File: config.mk
export PLATFORM = sky130hd
export DESIGN_NAME = csr_read_unit
export DESIGN_NICKNAME = d
export VERILOG_FILES = /design/src/rtl/csr_pkg.sv /design/src/rtl/csr_counter.sv /design/src/rtl/csr_read_unit.sv
export SDC_FILE = /design/constraint.sdc
export NUM_CORES = 1
export LEC_CHECK = 0
export CORE_ASPECT_RATIO = 1.75
export CORE_MARGIN = 2
export CORE_UTILIZATION = 45
export DETAILED_ROUTE_END_ITERATION = 8
export PLACE_DENSITY = 0.75
export SYNTH_ARGS = -nofsm -noshare
export SYNTH_HDL_FRONTEND = slang
export SYNTH_SLANG_ARGS = --single-unit
File: constraint.sdc
create_clock -name clk -period 9.1 [get_ports clk]
set_input_delay 1.82 -clock clk [delete_from_list [all_inputs] [get_ports clk]]
set_output_delay 1.82 -clock clk [all_outputs]
set_load 0.02 [all_outputs]
File: src/rtl/csr_pkg.sv
`default_nettype none
// ============================================================================
// Module      : csr_pkg
// Description : CSR address map and read-select decode shared by the CSR
//               read and write units.
// Revision    : 1.0 - initial release
// ============================================================================
package csr_pkg;

  // User-level read-only counter aliases
  localparam logic [11:0] CSR_CYCLE     = 12'hC00;
  localparam logic [11:0] CSR_CYCLEH    = 12'hC80;
  localparam logic [11:0] CSR_INSTRET   = 12'hC02;
  localparam logic [11:0] CSR_INSTRETH  = 12'hC82;

  // Machine-level counter views of the same counters
  localparam logic [11:0] CSR_MCYCLE    = 12'hB00;
  localparam logic [11:0] CSR_MCYCLEH   = 12'hB80;
  localparam logic [11:0] CSR_MINSTRET  = 12'hB02;
  localparam logic [11:0] CSR_MINSTRETH = 12'hB82;

  localparam logic [11:0] CSR_MHARTID   = 12'hF14;
  localparam logic [11:0] CSR_TOHOST    = 12'h51E;

  // Which source feeds the read data register
  typedef enum logic [2:0] {
    SEL_CYCLE_LO   = 3'd0,
    SEL_CYCLE_HI   = 3'd1,
    SEL_INSTRET_LO = 3'd2,
    SEL_INSTRET_HI = 3'd3,
    SEL_HARTID     = 3'd4,
    SEL_TOHOST     = 3'd5,
    SEL_ILLEGAL    = 3'd6
  } csr_sel_e;

  // Map a CSR address to its read source; anything unmapped is illegal
  function automatic csr_sel_e csr_decode(input logic [11:0] addr);
    csr_sel_e sel;
    case (addr)
      CSR_CYCLE,    CSR_MCYCLE:    sel = SEL_CYCLE_LO;
      CSR_CYCLEH,   CSR_MCYCLEH:   sel = SEL_CYCLE_HI;
      CSR_INSTRET,  CSR_MINSTRET:  sel = SEL_INSTRET_LO;
      CSR_INSTRETH, CSR_MINSTRETH: sel = SEL_INSTRET_HI;
      CSR_MHARTID:                 sel = SEL_HARTID;
      CSR_TOHOST:                  sel = SEL_TOHOST;
      default:                     sel = SEL_ILLEGAL;
    endcase
    return sel;
  endfunction

endpackage
`default_nettype wire

File: src/rtl/csr_counter.sv
`default_nettype none
// ============================================================================
// Module      : csr_counter
// Description : Free-running wrap-around counter with increment enable.
// Revision    : 1.0 - initial release
// ============================================================================
module csr_counter #(
  parameter int COUNTER_W = 64
) (
  input  logic                 clk,
  input  logic                 rst,
  input  logic                 inc,
  output logic [COUNTER_W-1:0] count
);

  logic [COUNTER_W-1:0] count_q;
  logic [COUNTER_W-1:0] count_d;

  // Next count: add one when enabled; all-ones naturally wraps to zero
  always_comb begin
    count_d = count_q;
    if (inc) begin
      count_d = count_q + COUNTER_W'(1);
    end
  end

  // Count register
  always_ff @(posedge clk or posedge rst) begin
    if (rst) begin
      count_q <= '0;
    end else begin
      count_q <= count_d;
    end
  end

  assign count = count_q;

endmodule
`default_nettype wire

File: src/rtl/csr_read_unit.sv
`default_nettype none
// ============================================================================
// Module      : csr_read_unit
// Description : CSR read path. Owns the cycle and instret counters, decodes
//               the CSR address and returns registered read data one cycle
//               after an un-stalled request.
// Revision    : 1.0 - initial release
// ============================================================================
module csr_read_unit
  import csr_pkg::*;
#(
  parameter int size      = 32,
  parameter int COUNTER_W = 64,
  parameter int HART_ID   = 0
) (
  input  logic            clk,
  input  logic            rst,
  input  logic            stall,
  input  logic            csr_re,
  input  logic [11:0]     csr_addr,
  input  logic            inst_retire,
  input  logic [size-1:0] tohost_in,
  output logic [size-1:0] csr_rdata,
  output logic            csr_rvalid,
  output logic            csr_illegal
);

  logic [COUNTER_W-1:0] cycle_cnt;
  logic [COUNTER_W-1:0] instret_cnt;
  logic                 instret_inc;

  // A retirement during a stall is not counted; the instruction re-presents
  assign instret_inc = inst_retire & ~stall;

  csr_counter #(.COUNTER_W(COUNTER_W)) u_cycle_cnt (
    .clk   (clk),
    .rst   (rst),
    .inc   (1'b1),
    .count (cycle_cnt)
  );

  csr_counter #(.COUNTER_W(COUNTER_W)) u_instret_cnt (
    .clk   (clk),
    .rst   (rst),
    .inc   (instret_inc),
    .count (instret_cnt)
  );

  csr_sel_e        sel;
  logic [size-1:0] read_val;
  logic [size-1:0] rdata_q,   rdata_d;
  logic            rvalid_q,  rvalid_d;
  logic            illegal_q, illegal_d;

  // Decode the address, select the pre-increment counter value and form
  // the next response; a stall holds the previous response untouched
  always_comb begin
    sel       = csr_decode(csr_addr);
    read_val  = '0;
    rdata_d   = rdata_q;
    rvalid_d  = rvalid_q;
    illegal_d = illegal_q;

    case (sel)
      SEL_CYCLE_LO:   read_val = cycle_cnt[size-1:0];
      SEL_CYCLE_HI:   read_val = size'(cycle_cnt >> 32);
      SEL_INSTRET_LO: read_val = instret_cnt[size-1:0];
      SEL_INSTRET_HI: read_val = size'(instret_cnt >> 32);
      SEL_HARTID:     read_val = size'(HART_ID);
      SEL_TOHOST:     read_val = tohost_in;
      default:        read_val = '0;
    endcase

    if (!stall) begin
      if (csr_re) begin
        rvalid_d  = 1'b1;
        illegal_d = (sel == SEL_ILLEGAL);
        rdata_d   = read_val;
      end else begin
        rvalid_d  = 1'b0;
        illegal_d = 1'b0;
        rdata_d   = '0;
      end
    end
  end

  // Response registers
  always_ff @(posedge clk or posedge rst) begin
    if (rst) begin
      rdata_q   <= '0;
      rvalid_q  <= 1'b0;
      illegal_q <= 1'b0;
    end else begin
      rdata_q   <= rdata_d;
      rvalid_q  <= rvalid_d;
      illegal_q <= illegal_d;
    end
  end

  assign csr_rdata   = rdata_q;
  assign csr_rvalid  = rvalid_q;
  assign csr_illegal = illegal_q;

endmodule
`default_nettype wire
### Word level (Yosys, flattened, before mapping)

Index checks and enable logic that the tools add are counted.

| storage, ports and cells | value |
|---|---|
| memories kept | 0 |
| logic and storage cells | 34 |
| RAM bits | 0 |
| bits in latches | 0 |
| bits of input ports | 49 |
| bits in registers | 162 |
| memory bits (read-only) | 0 |
| output and inout bits | 34 |

| operators by class | value |
|---|---|
| $add $sub $neg | 2 |
| multiply operators | 0 |
| shift-type cells | 0 |
| divide/modulo/power cells | 0 |
| muxes and demuxes | 5 |
| reduce and logical (&&, ||, !) cells | 5 |
| $lt $le $gt $ge | 0 |
| equality and inequality tests | 15 |
| bitwise logic cells | 2 |

Operators by type and width:

| cell | number |
|---|---|
| 32-bit case mux with 5 select lines | 1 |
| 64-bit by 1-bit adder with 64-bit output, second input constant | 2 |
| 12-bit equality test, second input constant | 9 |
| 32-bit two-way mux | 1 |
| 3-bit case mux with 6 select lines | 1 |
| 12-bit by 11-bit equality test with 1-bit output, second input constant | 1 |
| 2-bit OR reduction | 4 |
| 3-bit by 2-bit equality test with 1-bit output, second input constant | 2 |
| 3-bit equality test, second input constant | 2 |
| 3-bit by 1-bit equality test with 1-bit output, second input constant | 1 |
| 3-bit zero test | 1 |
| 1-bit two-way mux | 2 |
| 1-bit AND | 1 |
| 1-bit NOT | 1 |

### Longest topological paths before layout

Gate-level depths: netlist of run 1.

| depth | value |
|---|---|
| depth after elaboration | 6 |
| gate-level depth with buffers | 7 |

### Modules after synthesis

From an unflattened synthesis of run 1, not the netlist that was laid out.

| second synthesis, totals | value |
|---|---|
| cell total of the unflattened synthesis | 752 |
| area, all modules | 8549.4 µm² |

Modules (own cells, without submodules):

| module | cells each | times used | area each (µm²) |
|---|---|---|---|
| csr_counter | 273 | 2 | 3079.2 |
| csr_read_unit | 206 | 1 | 2391.0 |

### Worst setup path before layout of run 1

OpenSTA, ideal clock, no wires.

| path | value |
|---|---|
| path kind | input -> register |
| from | in stall |
| to | reg u_instret_cnt.count_q[54] (netlist: u_instret_cnt.count[54]) |
| stages | 5 |
| setup slack | 5.712 ns |
| library setup time | 0.124 ns |
| arrival time | 3.264 ns |
| path buffers | 0 |
| path through | nand4b_1 nor4_1 nand3_1 or4_1 xnor2_1 |

| between the ends | value |
|---|---|
| cells in the longest elaborated chain, start to end | 2 |

RTL lines:

| item | RTL line | RTL |
|---|---|---|
| start, declared | csr_read_unit.sv:18 | `input logic stall,` |
| 1-bit NOT | csr_read_unit.sv:33 | `assign instret_inc = inst_retire & ~stall;` |
| 1-bit AND | csr_read_unit.sv:33 |  |
| end signal, assigned | csr_counter.sv:32 | `count_q <= count_d;` |
| end, declared | csr_counter.sv:16 | `logic [COUNTER_W-1:0] count_q;` |

No other way between the ends.
A chain may end at the register's enable or synchronous reset.

### Final worst setup path of run 1

Ends and elaborated chain as after synthesis.

==> results of run 1 <==
final cells by class:
cell class,count,area [µm²],share of cell area
Clock buffer,18,439.2,0.04521
Clock inverter,14,141.4,0.01456
Inverter,17,68.82,0.007085
Multi-Input combinational cell,548,3840,0.3953
Sequential cell,162,4054,0.4174
Tap cell,231,289.0,0.02976
Timing Repair Buffer,90,880.8,0.09069
cells by family (layout without fill, tap and decap cells):
logic type                 Yosys count  in the layout
xor gates and xnor gates           125            125
AOI/OAI and AO/OA                  104            104
adders and majority gates            2              2
buffers and inverters               48            139
and+or+nand+nor                    288            288
DFF                                162            162
muxes                               29             29
synthesized netlist by cell type (2+ instances only):
cell and n:
nor2_1 24, ha_1 2, and4_1 8, xnor2_1 81, inv_1 17, or4_1 8
nand2_1 79, nand3_1 48, nor4_2 2, mux2_2 29, and3_2 3, nor3_1 21
xor2_1 44, nor4_4 3, or3_1 3, a22oi_1 64, and2_1 3, nand4_2 2
clkbuf_1 30, nand4b_1 3, nor3b_1 2, and3_1 17, o21ai_0 4, nand3b_1 2
dfrtp_1 162, nand4_1 33, o211ai_1 32, nor4_1 17
power by group through the flow:
stage | Sequential [µW] | Combinational [µW] | Clock [µW]
2_1_floorplan | 762 | 44.0 | 0
3_3_place_gp | 767 | 81.9 | 0
3_5_place_dp | 767 | 82.9 | 0
4_1_cts | 753 | 83.4 | 713
5_1_grt | 755 | 90.5 | 744
6_report | 754 | 82.2 | 708
critical path, stage by stage:
cell and delay [ps]:
clkdlybuf4s50_1 390, buf_4 260, nand4b_1 310, nor4_1 590, nand3_1 320, or4_1 560
xnor2_1 140
routing by layer:
layer / track usage / wire (µm) / vias up
met2: 0.4155 / 11610 / 198
met4: 0.1035 / 783 / 0
met5: 0 / 0 / -
met1: 0.2809 / 8355 / 3205
li1: - / - / 2923
met3: 0.03283 / 916 / 56
through the flow:
step	total power [µW]	instances	worst slack (ps)	util
floorplan	805.8	758	2903	-
global placement	848.7	1048	4599	0.5208
detailed placement	849.9	1048	4581	0.5208
CTS	1550	1080	5014	0.5539
global route	1590	1080	4867	0.5539
finish	1544	1080	4998	0.5539
final timing paths:
check / endpoint / depth (start not counted) / slack (ps) / startpoint
setup / recovery: u_instret_cnt.count[54]$_DFFE_PP0P_ / 7 / 5000 / stall
max in group asynchronous: csr_rvalid$_DFFE_PP0N_ / 3 / 5760 / rst
min in group asynchronous: u_cycle_cnt.count[28]$_DFF_PP0_ / 2 / 1960 / rst
hold reg to reg: u_cycle_cnt.count[57]$_DFF_PP0_ / 1 / 490 / u_cycle_cnt.count[57]$_DFF_PP0_
setup reg to reg: u_instret_cnt.count[54]$_DFFE_PP0P_ / 6 / 6500 / u_instret_cnt.count[0]$_DFFE_PP0P_
hold / removal: u_cycle_cnt.count[57]$_DFF_PP0_ / 1 / 490 / u_cycle_cnt.count[57]$_DFF_PP0_
placed cells by master (no fill, tap or decap), types with 2 or more instances in the layout:
master           netlist  routed
dfrtp_1              162     162
clkdlybuf4s50_1        0      82
xnor2_1               81      81
nand2_1               79      79
a22oi_1               64      64
nand3_1               48      48
xor2_1                44      44
nand4_1               33      33
o211ai_1              32      32
mux2_2                29      29
nor2_1                24      24
nor3_1                21      20
nor4_1                17      17
and3_1                17      17
clkbuf_16              0      17
inv_1                 17      16
or4_1                  8       8
and4_1                 8       8
inv_6                  0       8
buf_4                  0       8
o21ai_0                4       4
nand4b_1               3       3
or3_1                  3       3
and2_1                 3       3
and3_2                 3       3
nor4_4                 3       3
clkinv_4               0       3
nand4_2                2       2
nor4_2                 2       2
nand3b_1               2       2
nor3_2                 1       2
ha_1                   2       2
registers in the layout (all words and copies together), names as in the netlist:
register and count:
csr_rdata 32, u_instret_cnt.count 64, csr_rvalid 1, csr_illegal 1, u_cycle_cnt.count 64
==> flow_summary.yaml, run 1 <==
status:
  status: "completed"
synthesis:
  synth_ff_type: "dfrtp_1"
  synth_area_per_cell_um2: 10.64
  yosysTopAreaCellShare: 0.5026
  synth_compound_area_frac: 0.09618
  syn-instance-count: 758
  synth_edf_count: 0
  synth.net_count: 809
  synth_area_leaders: "dfrtp_1 50%, xnor2_1 8.8%, a22oi_1 6.0%"
  muxShareOfSynthArea: 0.04049
  synth-simple-area-share: 0.1993
  ys_seq_area_frac: 0.5026
  yosys_warnings: 0
  ys_async_sr_fraction: 1.000
  synth_seq_cells: 162
  yosysUniqueCellTypes: 43
  netlist_area_um2: 8065
  synth_top_area_cell: "dfrtp_1"
  synth_xor_area_frac: 0.1357
  synth_top_family_by_area: "simple AND/OR/NAND/NOR gates"
  synth_adder_area_share: 0.003103
power:
  intPower_uw: 1166
  power_switching_share: 0.2453
  power_leakage_uw: 0.004105
  comb_power_share: 0.053
  powerDensity_nw_per_um2: 159.0
  pwr-share-clk: 0.458
  ir_drop_mv: 0.1105
  power_switching_uw: 378.8
  p_seq_frac: 0.488
sta:
  setup_tns_ps: 0
  hold_slack_ps: 487.4
  fin_skew_ps: 11.45
  min_period_over_period: 0.4508
  slew_viol_final: 0
  period_minus_slack_ps: 4102
  maxSlewHeadroom: 0.4213
  finalSetupViolations: 0
  finalHoldViolCount: 0
  rsz0062_at_grt: "no"
  fmax_ghz: 0.2438
  worstMarginPinSlew_ps: 868.0
floorplan:
  start_util: 0.4599
  die_x_um: 105.2
  die_y_um: 181.1
  die_area_um2: 19050
  ios: 83
  placementRows: 64
  coreArea_um2: 17540
routing:
  routed_wl_mm: 21.67
  drc: 0
  drt-vias-per-instance: 5.909
  ant_nets: 0
  wl_per_cell_um: 20.06
  vias: 6382
  drtIter0Drc: 437
  first_pass_iters: 5
grt:
  grt_max_degree: 98
  grt_pass1_vias: 6601
  antenna_found_initial: 0
  overflow: 0
  grt_use_total: 0.2348
  grt_pass1_wl_mm: 35.12
critical_path:
  cp.arrival_ps: 4410
  crit_required_ps: 9410
  cp-end-kind: "flop"
  start_kind: "primary input"
  cp_max_fo: 39
  worstSetupPathType: "primary input to flop"
job:
  cap_violations: 0
placement:
  port_buffers: 82
  finalWeightedCongestion: 0.8343
  postPlaceCellArea_um2: 9133
  post-dp-hpwl_mm: 15.81
clock_tree:
  cts.htree.levels: 4
  cts_hold_repair.buffers: 0
  clk_pin_slew_ps: 70
  clockBufferDepth: 2
  ctsResizeCount: 0
  post_cts_buffers: 0
  cts_inserted_buffers: 17
  cts_root_buffer: "clkbuf_16"
  clk_latency_ps: 420
  cts_tree: "yes"
  cts.sinks: 162
cells_and_area:
  fill_cells: 1475
  diodes: 0
  final_area_um2: 9713
  synthToLayoutAreaGrowth_pct: 20.43
  num-nets-final: 887
  layout-drive-gt1-share: 0.1037
worst_hold_path:
  hp-class: "flop to flop"
Note: power is estimated with default switching activity, not from simulation.
==> run 2: changes to the inputs <==
Clock period 9.1 ns to 4.2 ns, I/O delays scaled along.
==> run 2 against run 1 <==
Net effect: utilization up 0.57 points; sequential share of layout area shrank 0.43 points; first-iteration DRC count is 11% higher; power is 120% higher; sequential power is 120% higher; global-route usage down 0.10 points; critical endpoint is now u_instret_cnt.count[19]$_DFFE_PP0P_.
==> flow_summary.yaml, run 2 (synthesized netlist as in run 1, its figures left out) <==
clock_tree:
  cts_tree: "yes"
  cts_inserted_buffers: 17
  clk_latency_ps: 430
  cts.sinks: 162
  post_cts_buffers: 0
  clockBufferDepth: 2
  clk_pin_slew_ps: 70
  ctsResizeCount: 0
  cts.htree.levels: 4
  cts_hold_repair.buffers: 0
  cts_root_buffer: "clkbuf_16"
routing:
  drtIter0Drc: 487
  drt-vias-per-instance: 5.837
  first_pass_iters: 5
  drc: 0
  routed_wl_mm: 21.45
  route.met2.wl_mm: 11.80
  maxUsedRoutingLayer: "met4"
  met1_length_mm: 8.037
  wl_per_cell_um: 19.78
  wl_met3_um: 860
  ant_nets: 0
  vias: 6327
critical_path:
  worstSetupPathType: "primary input to flop"
  crit_required_ps: 4550
  start_kind: "primary input"
  cp.arrival_ps: 3170
  cp-end-kind: "flop"
  cp_max_fo: 38
cells_and_area:
  mostFrequentLayoutCell: "dfrtp_1"
  mostFrequentLayoutCells: "162 x dfrtp_1, 82 x clkdlybuf4s50_1, 81 x xnor2_1, 79 x nand2_1, 64 x a22oi_1"
  num-nets-final: 891
  layout-drive-gt1-share: 0.1079
  synthToLayoutAreaGrowth_pct: 21.67
  diodes: 0
status:
  status: "completed"
sta:
  setup_slack_ps: 1381
  rsz0062_at_grt: "no"
  slew_viol_final: 0
  setup_tns_ps: 0
  finalHoldViolCount: 0
  maxSlewHeadroom: 0.4353
  period_minus_slack_ps: 2819
  worstMarginPinSlew_ps: 840.7
  min_period_over_period: 0.6712
  fin_skew_ps: 16.18
  finalSetupViolations: 0
  fmax_ghz: 0.3548
power:
  powerDensity_nw_per_um2: 354.0
  power_switching_share: 0.2378
  power_leakage_uw: 0.004151
  pwr-share-clk: 0.477
  ir_drop_mv: 0.2326
  comb_power_share: 0.052
  power_switching_uw: 826.0
  intPower_uw: 2648
  p_seq_frac: 0.471
floorplan:
  ios: 83
  start_util: 0.4599
  die_y_um: 181.1
  die_area_um2: 19050
  die_x_um: 105.2
  coreArea_um2: 17540
  placementRows: 64
grt:
  grt_use_total: 0.2338
  grt_max_degree: 80
  overflow: 0
  grt_pass1_vias: 6555
  grt_pass1_wl_mm: 34.85
  antenna_found_initial: 0
worst_hold_path:
  hp-class: "flop to flop"
job:
  cap_violations: 0
placement:
  post-dp-hpwl_mm: 15.79
  place_ws_ps: 982.0
  finalWeightedCongestion: 0.8425
  port_buffers: 82
-- run 2: changes by cell type in the layout (fill, tap and decap cells not counted) --
cell / previous run / this run
buf_12: 0 / 2
buf_4: 8 / 10
bufinv_16: 1 / 3
clkinv_2: 1 / 0
clkinv_4: 3 / 2
clkinvlp_4: 1 / 2
inv_6: 8 / 7
-- run 2: cell type report --
cell class                      instances  area (µm²)
Fill cell                            1478        7724
Multi-Input combinational cell        548        3840
Sequential cell                       162        4054
Tap cell                              231       289.0
Timing Repair Buffer                   94       935.9
Inverter                               17       67.56
Clock inverter                         14       187.7
Clock buffer                           18       439.2
-- run 2: power groups by stage --
stage / sequential [µW] / combinational [µW] / clock [µW]
after floorplan: 1650 / 95.5 / 0
after global placement: 1660 / 180 / 0
after detailed placement: 1660 / 182 / 0
after CTS: 1640 / 182 / 1670
after global routing: 1640 / 199 / 1730
final: 1640 / 181 / 1660
-- run 2: worst paths after layout --
check	from	endpoint	slack, ps	cells past startpoint
worst max-delay path	stall	u_instret_cnt.count[19]$_DFFE_PP0P_	1380	7
worst min-delay path	u_cycle_cnt.count[63]$_DFF_PP0_	u_cycle_cnt.count[63]$_DFF_PP0_	480	1
worst max register to register	u_instret_cnt.count[0]$_DFFE_PP0P_	u_instret_cnt.count[36]$_DFFE_PP0P_	1650	6
worst min register to register	u_cycle_cnt.count[63]$_DFF_PP0_	u_cycle_cnt.count[63]$_DFF_PP0_	480	1
max in group asynchronous	rst	u_instret_cnt.count[61]$_DFFE_PP0P_	2450	3
min in group asynchronous	rst	u_cycle_cnt.count[52]$_DFF_PP0_	890	2
-- run 2: per-layer routing --
metal | up-vias | GRT usage
li1 | 2935 | -
met1 | 3171 | 0.2728
met2 | 172 | 0.4196
met3 | 49 | 0.03319
met4 | 0 | 0.1056
met5 | - | 0
-- run 2: worst max-delay path, stage by stage --
cell	delay (ps)
clkdlybuf4s50_1	420
buf_4	270
nand3b_1	290
or4_1	650
nor3_1	320
and3_1	220
xor2_1	140
-- run 2: metrics by stage --
stage | instances | area [µm²] | utilization | hold slack (ps) | total power, µW
floorplan | 758 | 8069 | - | 436.2 | 1746
global placement | 1052 | 9186 | 0.5238 | 450.9 | 1844
detailed placement | 1052 | 9186 | 0.5238 | 464.3 | 1847
CTS | 1084 | 9813 | 0.5596 | 478.5 | 3487
global route | 1084 | 9813 | 0.5596 | 498.2 | 3568
finish | 1084 | 9813 | 0.5596 | 477.4 | 3474
==> run 3: changes to the inputs <==
Clock period 4.2 ns to 2.6 ns, I/O delays scaled along.
==> run 3 against run 2 <==
Net effect: via count rose by 2.6%; count of clock-buffer cells in the layout unchanged; sequential cell count stayed put; critical path depth down 2; worst hold slack better by 13 ps; critical path type is now flop to flop; critical endpoint is now u_cycle_cnt.count[63]$_DFF_PP0_.
==> flow_summary.yaml, run 3 (synthesized netlist as in run 1, its figures left out) <==
routing:
  vias: 6493
  routed_wl_mm: 22.34
  ant_nets: 0
  wl_per_cell_um: 20.09
  drc: 0
  drtIter0Drc: 520
  first_pass_iters: 5
  drt-vias-per-instance: 5.839
cells_and_area:
  mostFrequentLayoutCell: "dfrtp_1"
  synthToLayoutAreaGrowth_pct: 24.26
  utilization: 0.5715
  diodes: 0
  num-nets-final: 919
  final_cells: 1112
  final_area_um2: 10020
  fill_cells: 1431
  mostFrequentLayoutCells: "162 x dfrtp_1, 82 x clkdlybuf4s50_1, 81 x xnor2_1, 79 x nand2_1, 64 x a22oi_1"
  layout-drive-gt1-share: 0.1351
  seq_area_um2: 4054
  multiInputGateArea_um2: 3840
clock_tree:
  cts.sinks: 162
  clockBufferDepth: 2
  ctsResizeCount: 0
  post_cts_buffers: 0
  cts_tree: "yes"
  cts_root_buffer: "clkbuf_16"
  cts_hold_repair.buffers: 0
  clk_pin_slew_ps: 70
  cts_inserted_buffers: 17
  clk_latency_ps: 430
  cts.htree.levels: 4
grt:
  grt_pass1_vias: 6755
  grt_use_total: 0.2427
  antenna_found_initial: 0
  grt_pass1_wl_mm: 35.98
  overflow: 0
  grt_max_degree: 101
placement:
  placed_cells: 1080
  post-dp-hpwl_mm: 16.23
  finalWeightedCongestion: 0.8841
  postPlaceCellArea_um2: 9447
  port_buffers: 82
  place_ws_ps: -92.26
job:
  cap_violations: 0
floorplan:
  placementRows: 64
  start_util: 0.4599
  coreArea_um2: 17540
  die_x_um: 105.2
  die_y_um: 181.1
  die_area_um2: 19050
  ios: 83
critical_path:
  cp-end-kind: "flop"
  cpPeakStageDelay_ps: 570
  start_kind: "flop"
  cp.arrival_ps: 2800
  crit_required_ps: 2950
  cp_max_fo: 6
  worstPathCellList: "nand4_1 > nor3_2 > nand3_1 > nor4_1 > xor2_1"
  worstSetupPathType: "flop to flop"
  cp_slowest_cell: "nor4_1"
sta:
  slew_viol_final: 0
  worstMarginPinSlew_ps: 595.0
  min_period_over_period: 0.9398
  period_minus_slack_ps: 2444
  maxSlewHeadroom: 0.6034
  setup_slack_ps: 156.4
  setup_tns_ps: 0
  fmax_ghz: 0.4092
  fin_skew_ps: 10.97
  rsz0062_at_grt: "no"
  finalHoldViolCount: 0
  finalSetupViolations: 0
power:
  powerDensity_nw_per_um2: 537.4
  power_leakage_uw: 0.004270
  ir_drop_mv: 0.3786
worst_hold_path:
  hp-class: "flop to flop"
status:
  status: "completed"
run 3: changes by cell type in the layout (fill, tap and decap cells not counted):
| cell | previous run | this run |
|---|---|---|
| clkinv_4 | 2 | 1 |
| buf_12 | 2 | 6 |
| clkbuf_8 | 1 | 0 |
| bufinv_16 | 3 | 0 |
| buf_4 | 10 | 34 |
| inv_8 | 1 | 5 |
| clkinv_8 | 0 | 2 |
| clkbuf_1 | 0 | 1 |
| inv_6 | 7 | 3 |
| clkinvlp_4 | 2 | 4 |
run 3: critical path: cells and delay by family (launching register included):
kind,cells,cell delay [ps]
AND/OR/NAND/NOR,4,1700
XOR/XNOR,1,210
flip-flops,1,460
run 3: power breakdown:
| group | leakage (µW) | switching, µW | internal (µW) |
|---|---|---|---|
| registers | 0.00221 | 73.2 | 2560 |
| clock network | 0.000273 | 1170 | 1280 |
| logic | 0.00179 | 153 | 149 |
| total | 0.00427 | 1390 | 3990 |
run 3: path summary, 6_finish.rpt:
path,from,endpoint,slack [ps],cells past startpoint
hold reg to reg,u_cycle_cnt.count[57]$_DFF_PP0_,u_cycle_cnt.count[57]$_DFF_PP0_,490,1
setup / recovery,u_cycle_cnt.count[6]$_DFF_PP0_,u_cycle_cnt.count[63]$_DFF_PP0_,160,5
min in group asynchronous,rst,u_cycle_cnt.count[26]$_DFF_PP0_,580,3
max in group asynchronous,rst,u_cycle_cnt.count[40]$_DFF_PP0_,1520,3
setup reg to reg,u_cycle_cnt.count[6]$_DFF_PP0_,u_cycle_cnt.count[63]$_DFF_PP0_,160,5
hold / removal,u_cycle_cnt.count[57]$_DFF_PP0_,u_cycle_cnt.count[57]$_DFF_PP0_,490,1
run 3: routing by layer:
| layer | global-route usage | up-vias | part of all wire |
|---|---|---|---|
| li1 | - | 2983 | - |
| met1 | 0.2787 | 3220 | 0.37 |
| met2 | 0.4374 | 227 | 0.55 |
| met3 | 0.03499 | 63 | 0.041 |
| met4 | 0.1147 | 0 | 0.040 |
| met5 | 0 | - | 0 |
run 3: final cells by class:
type	instances	share of cell area
sequential	162	0.4045
clock buffer	18	0.04282
tap	231	0.02884
multi-input combinational	548	0.3831
inverter	17	0.006742
clock inverter	14	0.01461
timing repair buffer	122	0.1194
run 3: metrics by stage:
| stage | hold slack [ps] | power, µW |
|---|---|---|
| floorplan | 436.2 | 2821 |
| global placement | 456.7 | 2984 |
| detailed placement | 474.0 | 2990 |
| CTS | 485.8 | 5402 |
| global route | 499.5 | 5544 |
| finish | 490.4 | 5386 |
